`src/rtl/pipe_pkg.sv`:
```
// Shared state encoding and default widths for the handshaked pipeline stage register.
package pipe_pkg;

  typedef enum logic [1:0] {
    ST_EMPTY = 2'd0,
    ST_FULL  = 2'd1,
    ST_SKID  = 2'd2
  } pipe_state_e;

  localparam int CTRL_W_DEF = 2;
  localparam int DATA_W_DEF = 32;
  localparam int RN_W_DEF   = 5;

endpackage

```
`src/rtl/pipe_slot.sv`:
```
// One payload register (ctrl + two data words + register number) with load enable.
// clr zeroes only the control bits; the data fields are allowed to go stale.
module pipe_slot
  import pipe_pkg::*;
#(
  parameter int CTRL_W = CTRL_W_DEF,
  parameter int DATA_W = DATA_W_DEF,
  parameter int RN_W   = RN_W_DEF
) (
  input  logic              clk,
  input  logic              clrn,
  input  logic              load,
  input  logic              clr,
  input  logic [CTRL_W-1:0] d_ctrl,
  input  logic [DATA_W-1:0] d_d0,
  input  logic [DATA_W-1:0] d_d1,
  input  logic [RN_W-1:0]   d_rn,
  output logic [CTRL_W-1:0] q_ctrl,
  output logic [DATA_W-1:0] q_d0,
  output logic [DATA_W-1:0] q_d1,
  output logic [RN_W-1:0]   q_rn
);

  always_ff @(posedge clk or negedge clrn) begin
    if (!clrn) begin
      q_ctrl <= '0;
      q_d0   <= '0;
      q_d1   <= '0;
      q_rn   <= '0;
    end else if (clr) begin
      q_ctrl <= '0;
    end else if (load) begin
      q_ctrl <= d_ctrl;
      q_d0   <= d_d0;
      q_d1   <= d_d1;
      q_rn   <= d_rn;
    end
  end

endmodule

```
`src/rtl/pipe_hs_reg.sv`:
```
// Valid/ready pipeline stage register with synchronous flush and optional skid slot.
// state    | meaning
// ST_EMPTY | M invalid, can accept
// ST_FULL  | M valid, S empty, can accept
// ST_SKID  | M and S valid, in_ready low (SKID=1 only)
module pipe_hs_reg
  import pipe_pkg::*;
#(
  parameter int NCTRL  = CTRL_W_DEF,
  parameter int DATA_W = DATA_W_DEF,
  parameter int RN_W   = RN_W_DEF,
  parameter int SKID   = 1
) (
  input  logic              clk,
  input  logic              clrn,
  input  logic              flush,
  input  logic              in_valid,
  output logic              in_ready,
  input  logic [NCTRL-1:0]  in_ctrl,
  input  logic [DATA_W-1:0] in_d0,
  input  logic [DATA_W-1:0] in_d1,
  input  logic [RN_W-1:0]   in_rn,
  output logic              out_valid,
  input  logic              out_ready,
  output logic [NCTRL-1:0]  out_ctrl,
  output logic [DATA_W-1:0] out_d0,
  output logic [DATA_W-1:0] out_d1,
  output logic [RN_W-1:0]   out_rn
);

  localparam bit HAS_SKID = (SKID != 0);

  pipe_state_e state_q, state_d;

  logic accept, emit;
  logic m_load, s_load, m_from_s, slot_clr;

  logic [NCTRL-1:0]  m_ctrl, s_ctrl, m_in_ctrl;
  logic [DATA_W-1:0] s_d0, s_d1, m_in_d0, m_in_d1;
  logic [RN_W-1:0]   s_rn, m_in_rn;

  assign out_valid = (state_q != ST_EMPTY);
  assign in_ready  = HAS_SKID ? (state_q != ST_SKID) : (!out_valid || out_ready);
  assign accept    = in_valid && in_ready;
  assign emit      = out_valid && out_ready;

  always_ff @(posedge clk or negedge clrn) begin
    if (!clrn) state_q <= ST_EMPTY;
    else       state_q <= state_d;
  end

  always_comb begin
    state_d  = state_q;
    m_load   = 1'b0;
    s_load   = 1'b0;
    m_from_s = 1'b0;
    slot_clr = 1'b0;
    if (flush) begin
      state_d  = ST_EMPTY;
      slot_clr = 1'b1;
    end else begin
      unique case (state_q)
        ST_EMPTY: begin
          if (accept) begin
            state_d = ST_FULL;
            m_load  = 1'b1;
          end
        end
        ST_FULL: begin
          if (accept && emit) begin
            m_load = 1'b1;
          end else if (emit) begin
            state_d = ST_EMPTY;
          end else if (accept && HAS_SKID) begin
            state_d = ST_SKID;
            s_load  = 1'b1;
          end
        end
        ST_SKID: begin
          if (emit) begin
            state_d  = ST_FULL;
            m_load   = 1'b1;
            m_from_s = 1'b1;
          end
        end
        default: state_d = ST_EMPTY;
      endcase
    end
  end

  assign m_in_ctrl = m_from_s ? s_ctrl : in_ctrl;
  assign m_in_d0   = m_from_s ? s_d0   : in_d0;
  assign m_in_d1   = m_from_s ? s_d1   : in_d1;
  assign m_in_rn   = m_from_s ? s_rn   : in_rn;

  pipe_slot #(.CTRL_W(NCTRL), .DATA_W(DATA_W), .RN_W(RN_W)) u_m (
    .clk    (clk),
    .clrn   (clrn),
    .load   (m_load),
    .clr    (slot_clr),
    .d_ctrl (m_in_ctrl),
    .d_d0   (m_in_d0),
    .d_d1   (m_in_d1),
    .d_rn   (m_in_rn),
    .q_ctrl (m_ctrl),
    .q_d0   (out_d0),
    .q_d1   (out_d1),
    .q_rn   (out_rn)
  );

  generate
    if (HAS_SKID) begin : g_skid
      pipe_slot #(.CTRL_W(NCTRL), .DATA_W(DATA_W), .RN_W(RN_W)) u_s (
        .clk    (clk),
        .clrn   (clrn),
        .load   (s_load),
        .clr    (slot_clr),
        .d_ctrl (in_ctrl),
        .d_d0   (in_d0),
        .d_d1   (in_d1),
        .d_rn   (in_rn),
        .q_ctrl (s_ctrl),
        .q_d0   (s_d0),
        .q_d1   (s_d1),
        .q_rn   (s_rn)
      );
    end else begin : g_noskid
      assign s_ctrl = '0;
      assign s_d0   = '0;
      assign s_d1   = '0;
      assign s_rn   = '0;
    end
  endgenerate

  // M keeps its ctrl after a plain drain, so gate it to keep bubbles harmless.
  assign out_ctrl = m_ctrl & {NCTRL{out_valid}};

endmodule
```
`config.mk`:
```
export PLATFORM = sky130hd
export DESIGN_NAME = pipe_hs_reg
export DESIGN_NICKNAME = d
export VERILOG_FILES = /design/src/rtl/pipe_pkg.sv /design/src/rtl/pipe_slot.sv /design/src/rtl/pipe_hs_reg.sv
export SDC_FILE = /design/constraint.sdc
export NUM_CORES = 1
export LEC_CHECK = 0
export ABC_AREA = 1
export BUFFER_PORTS_ARGS = -buffer_cell sky130_fd_sc_hd__buf_2
export CORE_UTILIZATION = 45
export CTS_CLUSTER_SIZE = 25
export DETAILED_ROUTE_END_ITERATION = 6
export PLACE_DENSITY = 0.68
export SLEW_MARGIN = 10
export SYNTH_ARGS = -nofsm -noshare
export SYNTH_HDL_FRONTEND = slang
export SYNTH_SLANG_ARGS = --single-unit
```
`constraint.sdc`:
```
create_clock -name clk -period 1.62 [get_ports clk]
set_input_delay 0.243 -clock clk [delete_from_list [all_inputs] [get_ports clk]]
set_output_delay 0.243 -clock clk [all_outputs]
set_load 0.005 [all_outputs]
```
==> summary.txt, run 1 <==
Run status
  – Result of the run: completed

Place
  – Count of placed standard cells including taps: 1169
  – Post-placement cell area: 7522 um2
  – Final HPWL DP: 10280 um
  – Number of port buffers: 148
  – Routability cong.: 0.7539

Die
  – # rows: 43
  – Count of boundary I/O pins: 149
  – Core footprint: 14100 um2
  – Initial core utilization: 46.81%
  – Die span in x: 123.1 um
  – Floorplan die height: 123.1 um
  – Area of the die: 15150 um2

Clocking
  – Clock transition time at the flip-flop clock pins of the worst setup and hold paths: 0.06 ns
  – Count of buffers added by post-CTS timing repair for setup: 0
  – Buffer depth of the longest clock path: 2
  – CTS Sinks: 144
  – Cts bufs inserted: 17
  – Later-pin clock latency in the skew report: 0.42 ns
  – CTS root buffer: clkbuf_16
  – Clock tree from TritonCTS: yes
  – Clock H-tree levels: 4

Worst setup path
  – Required time worst endpoint: 1.38 ns
  – Critical path launch point: state_q[0]
  – Critical-path cell with the highest stage delay: dfrtp_2
  – Maximum cell stage delay along the critical path: 0.47 ns
  – Data arrival time of the worst path: 1.29 ns
  – Slack of the worst reg-to-reg path: 0.14 ns
  – Max FO, Critical Path: 7
  – Cells along the critical path: nor2_4, inv_1, buf_2
  – Startpoint Class: register
  – Critical Setup Path Class: reg -> out
  – Nature of the critical path endpoint: primary output
  – Worst r2r src: state_q[1]

Layout
  – Layout cell share with drive strength beyond 1: 20.06%
  – Final instance count without filler cells: 1202
  – Nets: 1086
  – Final Instance Area: 8145 um2
  – Final Core Density: 57.78%
  – Layout area overhead: 23.44%
  – Count of antenna diodes in the layout: 0

Timing
  – Worst hold-check slack: 0.03301 ns
  – Setup repair after global routing missed its margin: true
  – Total Neg Setup Slack: 0 ns
  – Worst rel slew slack: 70.77%
  – Final critical-path share of the clock period: 94.94%
  – Final critical delay including setup and external delays: 1.538 ns
  – Final hold violation count: 0
  – Skew final: 0.006310 ns
  – Achievable frequency: 0.6502 GHz
  – Final setup violation count: 0
  – Number of pins exceeding their max-slew limit in the final report: 0
  – Slew at the pin with the worst max-slew slack: 0.4385 ns

Detailed routing
  – Final routed wirelength across all metal layers: 16300 um
  – Number of vias in the routed layout: 5743
  – Initial detailed-routing violation count: 371
  – Average wire per cell in the routed design: 13.56 um
  – Post-detailed-route count of antenna-violating nets: 0
  – Number of optimization iterations in the first detailed-route pass: 4
  – Detailed-route DRC error count: 0
  – Vias per cell: 4.778

Hold path
  – Beginning of the worst hold path: in_d0[29]
  – Worst min path class: in -> reg

Logic synthesis
  – Number of warnings issued by yosys: 0
  – Number of distinct library cells after synthesis: 18
  – Number of storage elements in the synthesis netlist: 144
  – Post-synthesis net count: 947
  – Mean post-synth cell area: 7.576 um2
  – Sequential area share after synthesis: 54.61%
  – Area of the mapped netlist: 6599 um2
  – Synthesized instance count: 871

Pwr
  – Leakage power: 4.759 nW
  – Int Power: 7.966 mW
  – Total net switching power: 3.110 mW
  – Maximum VDD drop: 0.7669 mV
  – Clock power share: 34.7%
  – Sequential share of power: 46.4%
  – Total power divided by cell area: 1360 nW/um2
  – Switching part of the total: 28.08%
  – Logic pwr share: 18.8%

Global route
  – Maximum number of pins on one net before global-route repair: 54
  – Number of antenna violations at the first check in global routing: 0
  – Via count of the first global-routing pass: 5369
  – Wire length of the first global-routing pass: 26770 um
  – Aggregate global routing overflow: 0
  – GR Util All Layers: 23.07%

Run
  – Max cap viols: 0
[through the flow]
| stage | total power [mW] | setup slack [ns] |
|---|---|---|
| 2_1_floorplan | 6.320 | 0.2834 |
| 3_3_place_gp | 7.207 | 0.1639 |
| 3_5_place_dp | 7.282 | 0.1150 |
| 4_1_cts | 11.19 | 0.001708 |
| 5_1_grt | 11.81 | -0.02037 |
| 6_report | 11.08 | 0.08204 |
[metal layers]
layer | routed length, um | GRT usage [%] | part of all wire, %
met5 | 0 | 0 | 0
met4 | 211 | 8.057 | 1.3
met3 | 867 | 5.627 | 5.3
met2 | 7497 | 37.11 | 46
met1 | 7724 | 30.40 | 47
[cells in the final DEF, fill, tap and decap left out]
cell,n
nand4_1,1
dfrtp_1,143
dlygate4sd3_1,1
nand3_1,74
inv_4,1
buf_4,10
nor2_4,2
inv_1,6
nand3_2,1
nand2_1,580
dfrtp_2,1
buf_6,3
bufinv_16,3
o211ai_4,1
nor2_1,4
clkbuf_16,18
nor2_8,1
clkinv_2,4
nand2_2,1
inv_2,2
clkbuf_1,6
o21ai_0,2
o21ai_2,1
clkbuf_8,1
buf_12,8
buf_2,147
[repair_timing]
item | 4_1_cts | 5_1_grt
endpoints found under the setup margin | 3 | 57
hold endpoints to repair | 39 | 0
hold buffers | 1 | 0
pin swaps | 0 | 1
resized for setup | 1 | 4
cloned | 0 | 1
[layout make-up]
cell class,instances,area (um2)
inverter,9,36.28
tap,180,225.2
fill,1346,5951
clock buffer,24,461.7
multi-input combinational,668,2668
timing repair buffer,170,1040
clock inverter,7,110.1
sequential,144,3605
[cells in the mapped netlist, drive strengths merged]
cell / n / area [um2]
dfrtp: 144 / 3603
nand3: 75 / 380.4
o211ai: 1 / 12.51
nor2: 7 / 47.54
buf: 44 / 290.3
o21ai: 3 / 18.77
inv: 9 / 33.78
nand2: 581 / 2183
nand4: 1 / 6.260
clkbuf: 6 / 22.52
[registers in the layout (all words and copies together) (netlist names)]
register / flops
g_skid.u_s.q_d1: 32
u_m.q_d1: 32
g_skid.u_s.q_d0: 32
state_q: 2
u_m.q_rn: 5
u_m.q_d0: 32
g_skid.u_s.q_ctrl: 2
u_m.q_ctrl: 2
g_skid.u_s.q_rn: 5
[power groups by stage]
stage / Sequential [mW] / Clock [mW] / Combinational, mW
detailed placement: 5.17 / 0 / 2.11
CTS: 5.14 / 3.93 / 2.12
floorplan: 5.14 / 0 / 1.18
global placement: 5.16 / 0 / 2.05
global route: 5.26 / 4.10 / 2.45
finish: 5.14 / 3.85 / 2.09
[final timing paths]
path / to / depth (start not counted)
min in group asynchronous: u_m.q_d0[23] / 2
max reg2reg: g_skid.u_s.q_d1[8] / 7
min: g_skid.u_s.q_d0[29] / 3
max in group asynchronous: u_m.q_d1[28] / 3
min reg2reg: u_m.q_d1[28] / 2
max: out_valid / 3
[critical path, delay by kind of cell, from the launching register on]
kind / cells / cell delay [ns]
buf+inv: 2 / 0.22
flops: 1 / 0.47
simple gates: 1 / 0.18
[cells by family (layout without fill, tap and decap cells)]
logic type | Yosys count | count (layout) | synth area share, %
flip-flops | 144 | 144 | 54.61
buffers and inverters | 59 | 210 | 5.252
AND/OR/NAND/NOR | 664 | 664 | 39.67
AO/OA/AOI/OAI | 4 | 4 | 0.4740
Note: power is estimated with default switching activity, not from simulation.
==> run 2, diff against run 1 <==
==> constraint.sdc (replaced) <==
create_clock -name clk -period 1.62 [get_ports clk]
set_input_delay 0.243 -clock clk [delete_from_list [all_inputs] [get_ports clk]]
set_output_delay 0.243 -clock clk [all_outputs]
set_load 0.05 [all_outputs]
==> summary.txt, run 2 (synthesis results as in run 1) <==
Place
  – Count of placed standard cells including taps: 1168
  – Final HPWL DP: 10080 um
  – Number of port buffers: 148
  – Post-placement cell area: 7517 um2
  – Routability cong.: 0.8094

Detailed routing
  – Average wire per cell in the routed design: 13.98 um
  – Vias per cell: 4.831
  – Post-route met1 wirelength: 7663 um
  – Routed length on met2: 8002 um
  – Final routed wirelength across all metal layers: 16850 um
  – Initial detailed-routing violation count: 429
  – Detailed-route DRC error count: 0
  – Post-detailed-route count of antenna-violating nets: 0
  – Highest metal layer with signal wires: met5
  – Detailed-routed wire length on met3: 997 um
  – Number of vias in the routed layout: 5821
  – Number of optimization iterations in the first detailed-route pass: 5

Global route
  – Maximum number of pins on one net before global-route repair: 66
  – GR Util All Layers: 23.38%
  – Wire length of the first global-routing pass: 27020 um
  – Via count of the first global-routing pass: 5484
  – Aggregate global routing overflow: 0
  – Number of antenna violations at the first check in global routing: 1

Worst setup path
  – Required time worst endpoint: 1.38 ns
  – Startpoint Class: register
  – Critical Setup Path Class: reg -> out
  – Max FO, Critical Path: 7
  – Nature of the critical path endpoint: primary output
  – Data arrival time of the worst path: 1.31 ns

Die
  – # rows: 43
  – Core footprint: 14100 um2
  – Die span in x: 123.1 um
  – Floorplan die height: 123.1 um
  – Initial core utilization: 46.81%
  – Count of boundary I/O pins: 149
  – Area of the die: 15150 um2

Clocking
  – CTS Sinks: 144
  – Cts bufs inserted: 17
  – Clock tree from TritonCTS: yes
  – Buffer depth of the longest clock path: 2
  – Later-pin clock latency in the skew report: 0.42 ns
  – CTS root buffer: clkbuf_16
  – Clock H-tree levels: 4
  – Clock transition time at the flip-flop clock pins of the worst setup and hold paths: 0.06 ns

Layout
  – Layout cell share with drive strength beyond 1: 20.31%
  – Layout area overhead: 23.70%
  – Most used cells in the layout excluding fill and tap cells: nand2_1 (579), buf_2 (144), dfrtp_1 (143), nand3_1 (74), clkbuf_16 (19)
  – Most common library cell in the layout ignoring fill and taps: nand2_1
  – Final Core Density: 57.91%
  – Filler cell count in the final layout: 1349
  – Nets: 1087
  – Final instance count without filler cells: 1205
  – Final Instance Area: 8163 um2

Pwr
  – Maximum VDD drop: 0.6995 mV
  – Leakage power: 4.762 nW
  – Total power divided by cell area: 1518 nW/um2

Timing
  – Final critical-path share of the clock period: 96.01%
  – Achievable frequency: 0.6430 GHz
  – Skew final: 0.004415 ns
  – Setup repair after global routing missed its margin: false
  – Slew at the pin with the worst max-slew slack: 0.4124 ns
  – Final setup violation count: 0
  – Worst hold-check slack: 0.02683 ns
  – Final hold violation count: 0
  – Final critical delay including setup and external delays: 1.555 ns
  – Number of pins exceeding their max-slew limit in the final report: 0
  – Worst rel slew slack: 72.51%
  – Total Neg Setup Slack: 0 ns

Run status
  – Result of the run: completed

Hold path
  – Worst min path class: in -> reg

Run
  – Max cap viols: 0
==> run 2: changes by cell type in the layout (fill, tap and decap cells not counted), moves of 2 or more <==
cell	change
buf_4	+2
bufinv_16	-2
clkbuf_4	+2
clkbuf_8	+3
buf_2	-3
==> run 2: layout make-up <==
type / count / area, um2 / area share [%]
Antenna cell: 1 / 2.502 / 0.03066
Clock buffer: 27 / 503.0 / 6.162
Clock inverter: 5 / 52.55 / 0.6438
Inverter: 9 / 36.28 / 0.4445
Multi-Input combinational cell: 668 / 2670 / 32.71
Sequential cell: 144 / 3605 / 44.16
Tap cell: 180 / 225.2 / 2.759
Timing Repair Buffer: 171 / 1069 / 13.09
==> run 2: worst paths after layout <==
path | cells past startpoint | slack, ns | to | from
setup / recovery | 3 | 0.06 | out_valid | state_q[0]
hold / removal | 3 | 0.03 | g_skid.u_s.q_d0[6] | in_d0[6]
setup reg to reg | 7 | 0.13 | g_skid.u_s.q_d0[25] | state_q[1]
hold reg to reg | 2 | 0.47 | u_m.q_d1[16] | u_m.q_d1[16]
max in group asynchronous | 3 | 0.68 | u_m.q_d1[5] | clrn
min in group asynchronous | 2 | 0.31 | u_m.q_d0[23] | clrn
==> run 2: critical path, stage by stage (launching register included) <==
cell and delay [ns]:
dfrtp_2 0.47, nor2_4 0.14, inv_1 0.07, buf_2 0.21
==> run 2: stage by stage <==
stage | worst slack (ns) | total power [mW]
after floorplan | 0.08632 | 7.716
after global placement | 0.1511 | 8.648
after detailed placement | 0.08154 | 8.715
after CTS | 0.02879 | 12.48
after global routing | 0.001712 | 13.07
final | 0.06468 | 12.39
==> run 2: power by group <==
part / leakage, nW / switching, mW / internal [mW]
logic: 2.68 / 2.61 / 0.943
clock network: 0.271 / 1.43 / 2.27
registers: 1.81 / 0.535 / 4.61
total: 4.76 / 4.57 / 7.82
==> run 2: what timing repair did <==
action | in CTS | in global routing
pin swaps | 1 | 0
gates resized for setup | 3 | 4
hold buffers | 1 | 0
setup buffers | 1 | 0
gates cloned | 0 | 2
endpoints found under the setup margin | 3 | 69
hold endpoints to repair | 34 | 0
==> run 2: per-layer routing <==
layer  vias to the layer above  GRT usage (%)
met5                         -              0
met4                         2          7.154
met3                        12          6.458
met2                       157          37.99
met1                      2703          30.40
li1                       2947              -
